$ cat src/rtl/vdp_video_io_driver_if.sv
// rtl/vdp_video_io_driver_if.sv - pixel stream and video pin bundle between VDP and raster driver
interface vdp_video_io_driver_if;
    logic        pixel_valid;
    logic        pixel_ready;
    logic [11:0] pixel_data;
    logic [16:0] video_io;

    modport master (
        output pixel_valid,
        output pixel_data,
        input  pixel_ready,
        input  video_io
    );

    modport slave (
        input  pixel_valid,
        input  pixel_data,
        output pixel_ready,
        output video_io
    );
endinterface

$ cat src/rtl/vdp_video_io_driver.sv
// rtl/vdp_video_io_driver.sv - raster timing generator with pixel FIFO driving the video_io pin bundle
module vdp_video_io_driver #(
    parameter int H_ACTIVE    = 640,
    parameter int H_FP        = 16,
    parameter int H_SYNC      = 96,
    parameter int H_BP        = 48,
    parameter int V_ACTIVE    = 480,
    parameter int V_FP        = 10,
    parameter int V_SYNC      = 2,
    parameter int V_BP        = 33,
    parameter bit SYNC_ACTIVE = 1'b0,
    parameter int FIFO_DEPTH  = 4
) (
    input  logic                 clock,
    input  logic                 reset,
    input  logic                 enable,
    vdp_video_io_driver_if.slave io
);
    localparam int H_TOTAL = H_ACTIVE + H_FP + H_SYNC + H_BP;
    localparam int V_TOTAL = V_ACTIVE + V_FP + V_SYNC + V_BP;
    localparam int HW      = $clog2(H_TOTAL);
    localparam int VW      = $clog2(V_TOTAL);
    localparam int AW      = $clog2(FIFO_DEPTH);

    localparam logic [HW-1:0] H_VIS    = HW'(H_ACTIVE);
    localparam logic [HW-1:0] HS_START = HW'(H_ACTIVE + H_FP);
    localparam logic [HW-1:0] HS_END   = HW'(H_ACTIVE + H_FP + H_SYNC);
    localparam logic [HW-1:0] H_LAST   = HW'(H_TOTAL - 1);
    localparam logic [VW-1:0] V_VIS    = VW'(V_ACTIVE);
    localparam logic [VW-1:0] VS_START = VW'(V_ACTIVE + V_FP);
    localparam logic [VW-1:0] VS_END   = VW'(V_ACTIVE + V_FP + V_SYNC);
    localparam logic [VW-1:0] V_LAST   = VW'(V_TOTAL - 1);
    localparam logic [AW:0]   FULL_CNT = (AW+1)'(FIFO_DEPTH);

    // {holding_raster, line_ended, frame_ended, vsync, hsync, rgb}
    localparam logic [16:0] IDLE_WORD = {1'b1, 1'b0, 1'b0, !SYNC_ACTIVE, !SYNC_ACTIVE, 12'h000};

    logic [11:0]   mem [FIFO_DEPTH];
    logic [AW-1:0] wr_ptr, rd_ptr;
    logic [AW:0]   count;
    logic          fifo_full, fifo_empty, push, pop;

    logic [HW-1:0] h, h_next;
    logic [VW-1:0] v, v_next;
    logic [16:0]   video_q, video_next;
    logic          active, stall, line_end, frame_end, hsync_lvl, vsync_lvl;

    assign fifo_full      = (count == FULL_CNT);
    assign fifo_empty     = (count == '0);
    assign push           = io.pixel_valid && !fifo_full;
    assign io.pixel_ready = !fifo_full;
    assign io.video_io    = video_q;

    assign active    = (h < H_VIS) && (v < V_VIS);
    assign stall     = enable && active && fifo_empty;
    assign pop       = enable && active && !fifo_empty;
    assign line_end  = (h == H_LAST);
    assign frame_end = line_end && (v == V_LAST);
    assign hsync_lvl = (h >= HS_START && h < HS_END) ? SYNC_ACTIVE : !SYNC_ACTIVE;
    assign vsync_lvl = (v >= VS_START && v < VS_END) ? SYNC_ACTIVE : !SYNC_ACTIVE;

    always_ff @(posedge clock) begin
        if (push) begin
            mem[wr_ptr] <= io.pixel_data;
        end
    end

    always_ff @(posedge clock) begin
        if (!reset) begin
            wr_ptr <= '0;
            rd_ptr <= '0;
            count  <= '0;
        end else begin
            if (push) wr_ptr <= wr_ptr + 1'b1;
            if (pop)  rd_ptr <= rd_ptr + 1'b1;
            case ({push, pop})
                2'b10:   count <= count + 1'b1;
                2'b01:   count <= count - 1'b1;
                default: count <= count;
            endcase
        end
    end

    // A stall freezes the position but still tracks sync from it; no FIFO bypass,
    // so a pixel pushed this clock cannot release a stall until the next one.
    always_comb begin
        h_next     = h;
        v_next     = v;
        video_next = IDLE_WORD;
        if (!enable) begin
            h_next = '0;
            v_next = '0;
        end else if (stall) begin
            video_next = {1'b1, 1'b0, 1'b0, vsync_lvl, hsync_lvl, 12'h000};
        end else begin
            video_next = {1'b0, line_end, frame_end, vsync_lvl, hsync_lvl,
                          active ? mem[rd_ptr] : 12'h000};
            if (line_end) begin
                h_next = '0;
                v_next = (v == V_LAST) ? '0 : v + 1'b1;
            end else begin
                h_next = h + 1'b1;
            end
        end
    end

    always_ff @(posedge clock) begin
        if (!reset) begin
            h       <= '0;
            v       <= '0;
            video_q <= IDLE_WORD;
        end else begin
            h       <= h_next;
            v       <= v_next;
            video_q <= video_next;
        end
    end
endmodule
$ cat src/flat_wrapper.sv
// flat-port wrapper written by rule: the top's interface ports become plain ports
module vdp_video_io_driver_flat 
#(
    parameter int H_ACTIVE    = 640,
    parameter int H_FP        = 16,
    parameter int H_SYNC      = 96,
    parameter int H_BP        = 48,
    parameter int V_ACTIVE    = 480,
    parameter int V_FP        = 10,
    parameter int V_SYNC      = 2,
    parameter int V_BP        = 33,
    parameter bit SYNC_ACTIVE = 1'b0,
    parameter int FIFO_DEPTH  = 4
)
  (clock, reset, enable, io_pixel_valid, io_pixel_data, io_pixel_ready, io_video_io);
  vdp_video_io_driver_if io_i ();
  input  logic clock;
  input  logic reset;
  input  logic enable;
  input wire logic [$bits(io_i.pixel_valid)-1:0] io_pixel_valid;
  input wire logic [$bits(io_i.pixel_data)-1:0] io_pixel_data;
  output wire logic [$bits(io_i.pixel_ready)-1:0] io_pixel_ready;
  output wire logic [$bits(io_i.video_io)-1:0] io_video_io;
  assign io_i.pixel_valid = io_pixel_valid;
  assign io_i.pixel_data = io_pixel_data;
  assign io_pixel_ready = io_i.pixel_ready;
  assign io_video_io = io_i.video_io;
  vdp_video_io_driver #(.H_ACTIVE(H_ACTIVE), .H_FP(H_FP), .H_SYNC(H_SYNC), .H_BP(H_BP), .V_ACTIVE(V_ACTIVE), .V_FP(V_FP), .V_SYNC(V_SYNC), .V_BP(V_BP), .SYNC_ACTIVE(SYNC_ACTIVE), .FIFO_DEPTH(FIFO_DEPTH)) u_core (.clock(clock), .reset(reset), .enable(enable), .io(io_i));
endmodule
$ cat config.mk
export PLATFORM = sky130hd
export DESIGN_NAME = vdp_video_io_driver_flat
export DESIGN_NICKNAME = d
export VERILOG_FILES = /design/src/rtl/vdp_video_io_driver_if.sv /design/src/rtl/vdp_video_io_driver.sv /design/src/flat_wrapper.sv
export SDC_FILE = /design/constraint.sdc
export NUM_CORES = 1
export LEC_CHECK = 0
export BUFFER_PORTS_ARGS = -buffer_cell sky130_fd_sc_hd__buf_2
export CAP_MARGIN = 20
export CORE_ASPECT_RATIO = 0.5
export CORE_MARGIN = 2
export CORE_UTILIZATION = 56
export CTS_BUF_LIST = sky130_fd_sc_hd__clkbuf_16
export CTS_CLUSTER_SIZE = 40
export DETAILED_ROUTE_END_ITERATION = 12
export PLACE_DENSITY = 0.84
export SLEW_MARGIN = 25
export SYNTH_ARGS = -nofsm -noshare
export SYNTH_HDL_FRONTEND = slang
export SYNTH_SLANG_ARGS = --single-unit
$ cat constraint.sdc
create_clock -name clock -period 3.13 [get_ports clock]
set_clock_uncertainty 0.2 [all_clocks]
set_input_delay 0.626 -clock clock [delete_from_list [all_inputs] [get_ports clock]]
set_output_delay 0.626 -clock clock [all_outputs]
set_load 0.05 [all_outputs]
==> impl_metrics.yaml <==
yosys:
  syn_area_sq_um: 3840
  yosysWarnings: 0
  synthArstFlopShare_pct: 0
  synth_fp_nets: 320
  synth_seq_cells: 94
  synth_edf_count: 48
  synth_area_leader_cell: "edfxtp_1"
  synth_top_area_share_pct: 37.6
  synthFlopType: "edfxtp_1"
  seq_area_frac_synth_pct: 61.6
  syn_area_per_cell_sq_um: 13.0
  synthCells: 294
  synthTopCellsByArea: "edfxtp_1 38%, dfxtp_1 24%, mux4_2 7.0%"
  ys_types: 49
critical_path:
  critPathMostFrequentCell: "inv_1"
  crit_slowest_cell: "or3b_1"
  cp_max_fo: 6
  critPathLaunchType: "register"
  crit_chain: "or3b_1 > and2_1 > inv_1 > ha_1 > inv_1 > fa_1 > xor2_1 > or3_1 > a21boi_0"
  cpPeakStageDelay_ps: 430
  arrival_ps: 2740
  endpoint_kind: "register"
  critical_path_class: "register to register"
  critPathRequiredTime_ps: 3190
routing:
  wl_per_cell_microns: 16.4
  dr.pass1.iters: 5
  wl_mm: 6.98
  drc_errors: 0
  via_per_inst: 5.70
  ant_nets: 0
  vias: 2433
  drtIter0Drc: 186
timing:
  setup_tns_ps: 0
  layout_setup_ws_ps: 451
  hold_viol: 0
  period_share_pct: 85.6
  max-slew-margin-rel_pct: 46.9
  final.min_clock_period_ps: 2680
  rsz0062_at_grt: "no"
  worstMarginPinSlew_ps: 795
  setup_viol: 0
  slew_viol_final: 0
  fmax_ghz: 0.373
die:
  core_sq_um: 6650
  die_w_microns: 121
  start_util_pct: 57.7
  die_h_microns: 62.5
  die-area_sq_um: 7570
  io_pins: 34
  rows: 21
final_layout:
  final_nets: 356
  diodes: 0
  drive_gt1_share_pct: 20.9
  final_area_sq_um: 4350
  areaGrowthSynthToFinish_pct: 13.5
job:
  maxCapViolCount: 0
global_routing:
  antenna_found_initial: 0
  grt_pass1_vias: 2410
  grt_max_degree: 17
  grt_pass1_wl_mm: 11.7
  grt_overflow: 0
  grt_use_total_pct: 20.3
power_and_ir_drop:
  power.density_cell_area_nw_per_um2: 726
  ir_drop_mv: 0.360
  p_leak_nw: 1.54
cts:
  postCtsHoldBufs: 0
  tritoncts: "built"
  cts_resized: 0
  cts.sinks: 94
  cts_root_buf: "clkbuf_16"
  worstSkewPairLatency_ps: 340
  clockBufferDepth: 2
  cts-buffers-inserted: 9
  cts_setup_buffers: 0
  path_clk_slew_ps: 60
  htreeDepth: 3
placed_design:
  dpl_cell_area_sq_um: 4080
  dp_hpwl_mm: 4.69
  place.gp.congestion: 0.833
  pre_cts_ws_ps: 476
  io_buffers: 33
outcome:
  status: "finished clean"
hold_path:
  hold_class: "input port to register"
## layout make-up
cell class | count | area, sq um
Inverter | 14 | 55.1
Sequential cell | 94 | 2360
Clock buffer | 9 | 225
Multi-Input combinational cell | 177 | 1370
Fill cell | 498 | 2290
Tap cell | 92 | 115
Timing Repair Buffer | 34 | 173
Clock inverter | 7 | 50.0
## layout by cell type, fill, tap and decap left out, types with 3 or more instances in the layout
master / synthesis / routed
edfxtp_1: 48 / 48
dfxtp_1: 46 / 46
buf_2: 4 / 33
nand2_1: 22 / 22
nor2b_1: 17 / 17
inv_1: 13 / 13
mux4_2: 12 / 12
nand3_1: 12 / 12
o21ai_0: 10 / 10
and3_1: 9 / 9
ha_1: 9 / 9
clkbuf_16: 0 / 9
nand4_1: 8 / 8
nor2_1: 7 / 7
a21oi_1: 7 / 7
or3_1: 7 / 7
and2_1: 6 / 6
nor3_1: 5 / 5
xor2_1: 5 / 5
o22ai_1: 4 / 4
xnor2_1: 4 / 4
o21a_1: 3 / 3
## kinds of logic (layout without fill, tap and decap cells)
group / count (synthesis) / count (layout) / share of synthesized area [%]
mux: 12 / 12 / 7.05
buf+inv: 23 / 64 / 2.64
fa+ha+maj: 10 / 10 / 3.46
simple gates: 107 / 107 / 16.3
xor+xnor: 9 / 9 / 2.05
flops: 94 / 94 / 61.6
compound gates: 39 / 39 / 6.91
## routing by layer
metal  global-route usage, %  vias to the layer above  routed length (microns)
met3                    5.02                       14                      355
met5                       0                        -                        0
met2                    35.1                       77                     3500
li1                        -                     1173                        -
met1                    24.6                     1169                     3010
met4                    8.28                        0                      118
## synthesized netlist by cell type, drive strengths merged, types with 2 or more instances
master / n
a21boi: 2
a21oi: 7
a31oi: 2
a32o: 2
and2: 6
and3: 10
and4: 3
buf: 6
clkbuf: 3
dfxtp: 46
edfxtp: 48
ha: 9
inv: 14
mux4: 12
nand2: 22
nand3: 12
nand4: 9
nor2: 7
nor2b: 17
nor3: 5
nor4: 2
o21a: 3
o21ai: 11
o22ai: 4
o31a: 2
or3: 8
or4: 2
xnor2: 4
xor2: 5
## worst max-delay path: cells and delay by family, from the launching register on
| kind | cells | cell delay, ps |
|---|---|---|
| buffers and inverters | 2 | 150 |
| adder cells (fa/ha/maj) | 2 | 580 |
| AND/OR/NAND/NOR | 3 | 950 |
| flip-flops | 1 | 390 |
| XOR/XNOR | 1 | 160 |
| AO/OA/AOI/OAI | 1 | 180 |
## worst paths after layout
check / startpoint / end / slack (ps) / cells past startpoint
worst min register to register: u_core.v[3]$_SDFFE_PN0P_ / u_core.v[3]$_SDFFE_PN0P_ / 300 / 2
worst max register to register: u_core.count[2]$_SDFFE_PN0P_ / u_core.count[2]$_SDFFE_PN0P_ / 450 / 9
worst min-delay path: io_pixel_data[4] / u_core.mem[3][4]$_DFFE_PP_ / 300 / 1
worst max-delay path: u_core.count[2]$_SDFFE_PN0P_ / u_core.count[2]$_SDFFE_PN0P_ / 450 / 9
## flip-flops by register name (all words and copies together) (netlist names), named ones only
name / flops
u_core.wr_ptr: 2
u_core.h: 10
u_core.count: 3
u_core.mem: 48
u_core.io.video_io: 17
u_core.v: 10
u_core.rd_ptr: 2
## stage by stage
| stage | total power, W | utilization (%) | hold slack, ps | instances |
|---|---|---|---|---|
| after global placement | 0.00216 | 61.3 | 276 | 411 |
| after floorplan | 0.00204 | - | 262 | 294 |
| after global routing | 0.00330 | 65.5 | 298 | 427 |
| after detailed placement | 0.00220 | 61.3 | 296 | 411 |
| final | 0.00316 | 65.5 | 296 | 427 |
| after CTS | 0.00319 | 65.5 | 283 | 427 |
## where the power goes
| group | total [W] | switching [W] | internal, W |
|---|---|---|---|
| logic | 0.000626 | 0.000345 | 0.000282 |
| registers | 0.00154 | 0.000109 | 0.00143 |
| clock network | 0.000992 | 0.000452 | 0.000540 |
| total | 0.00316 | 0.000905 | 0.00226 |
No activity file was read; power rests on OpenSTA's default activity.
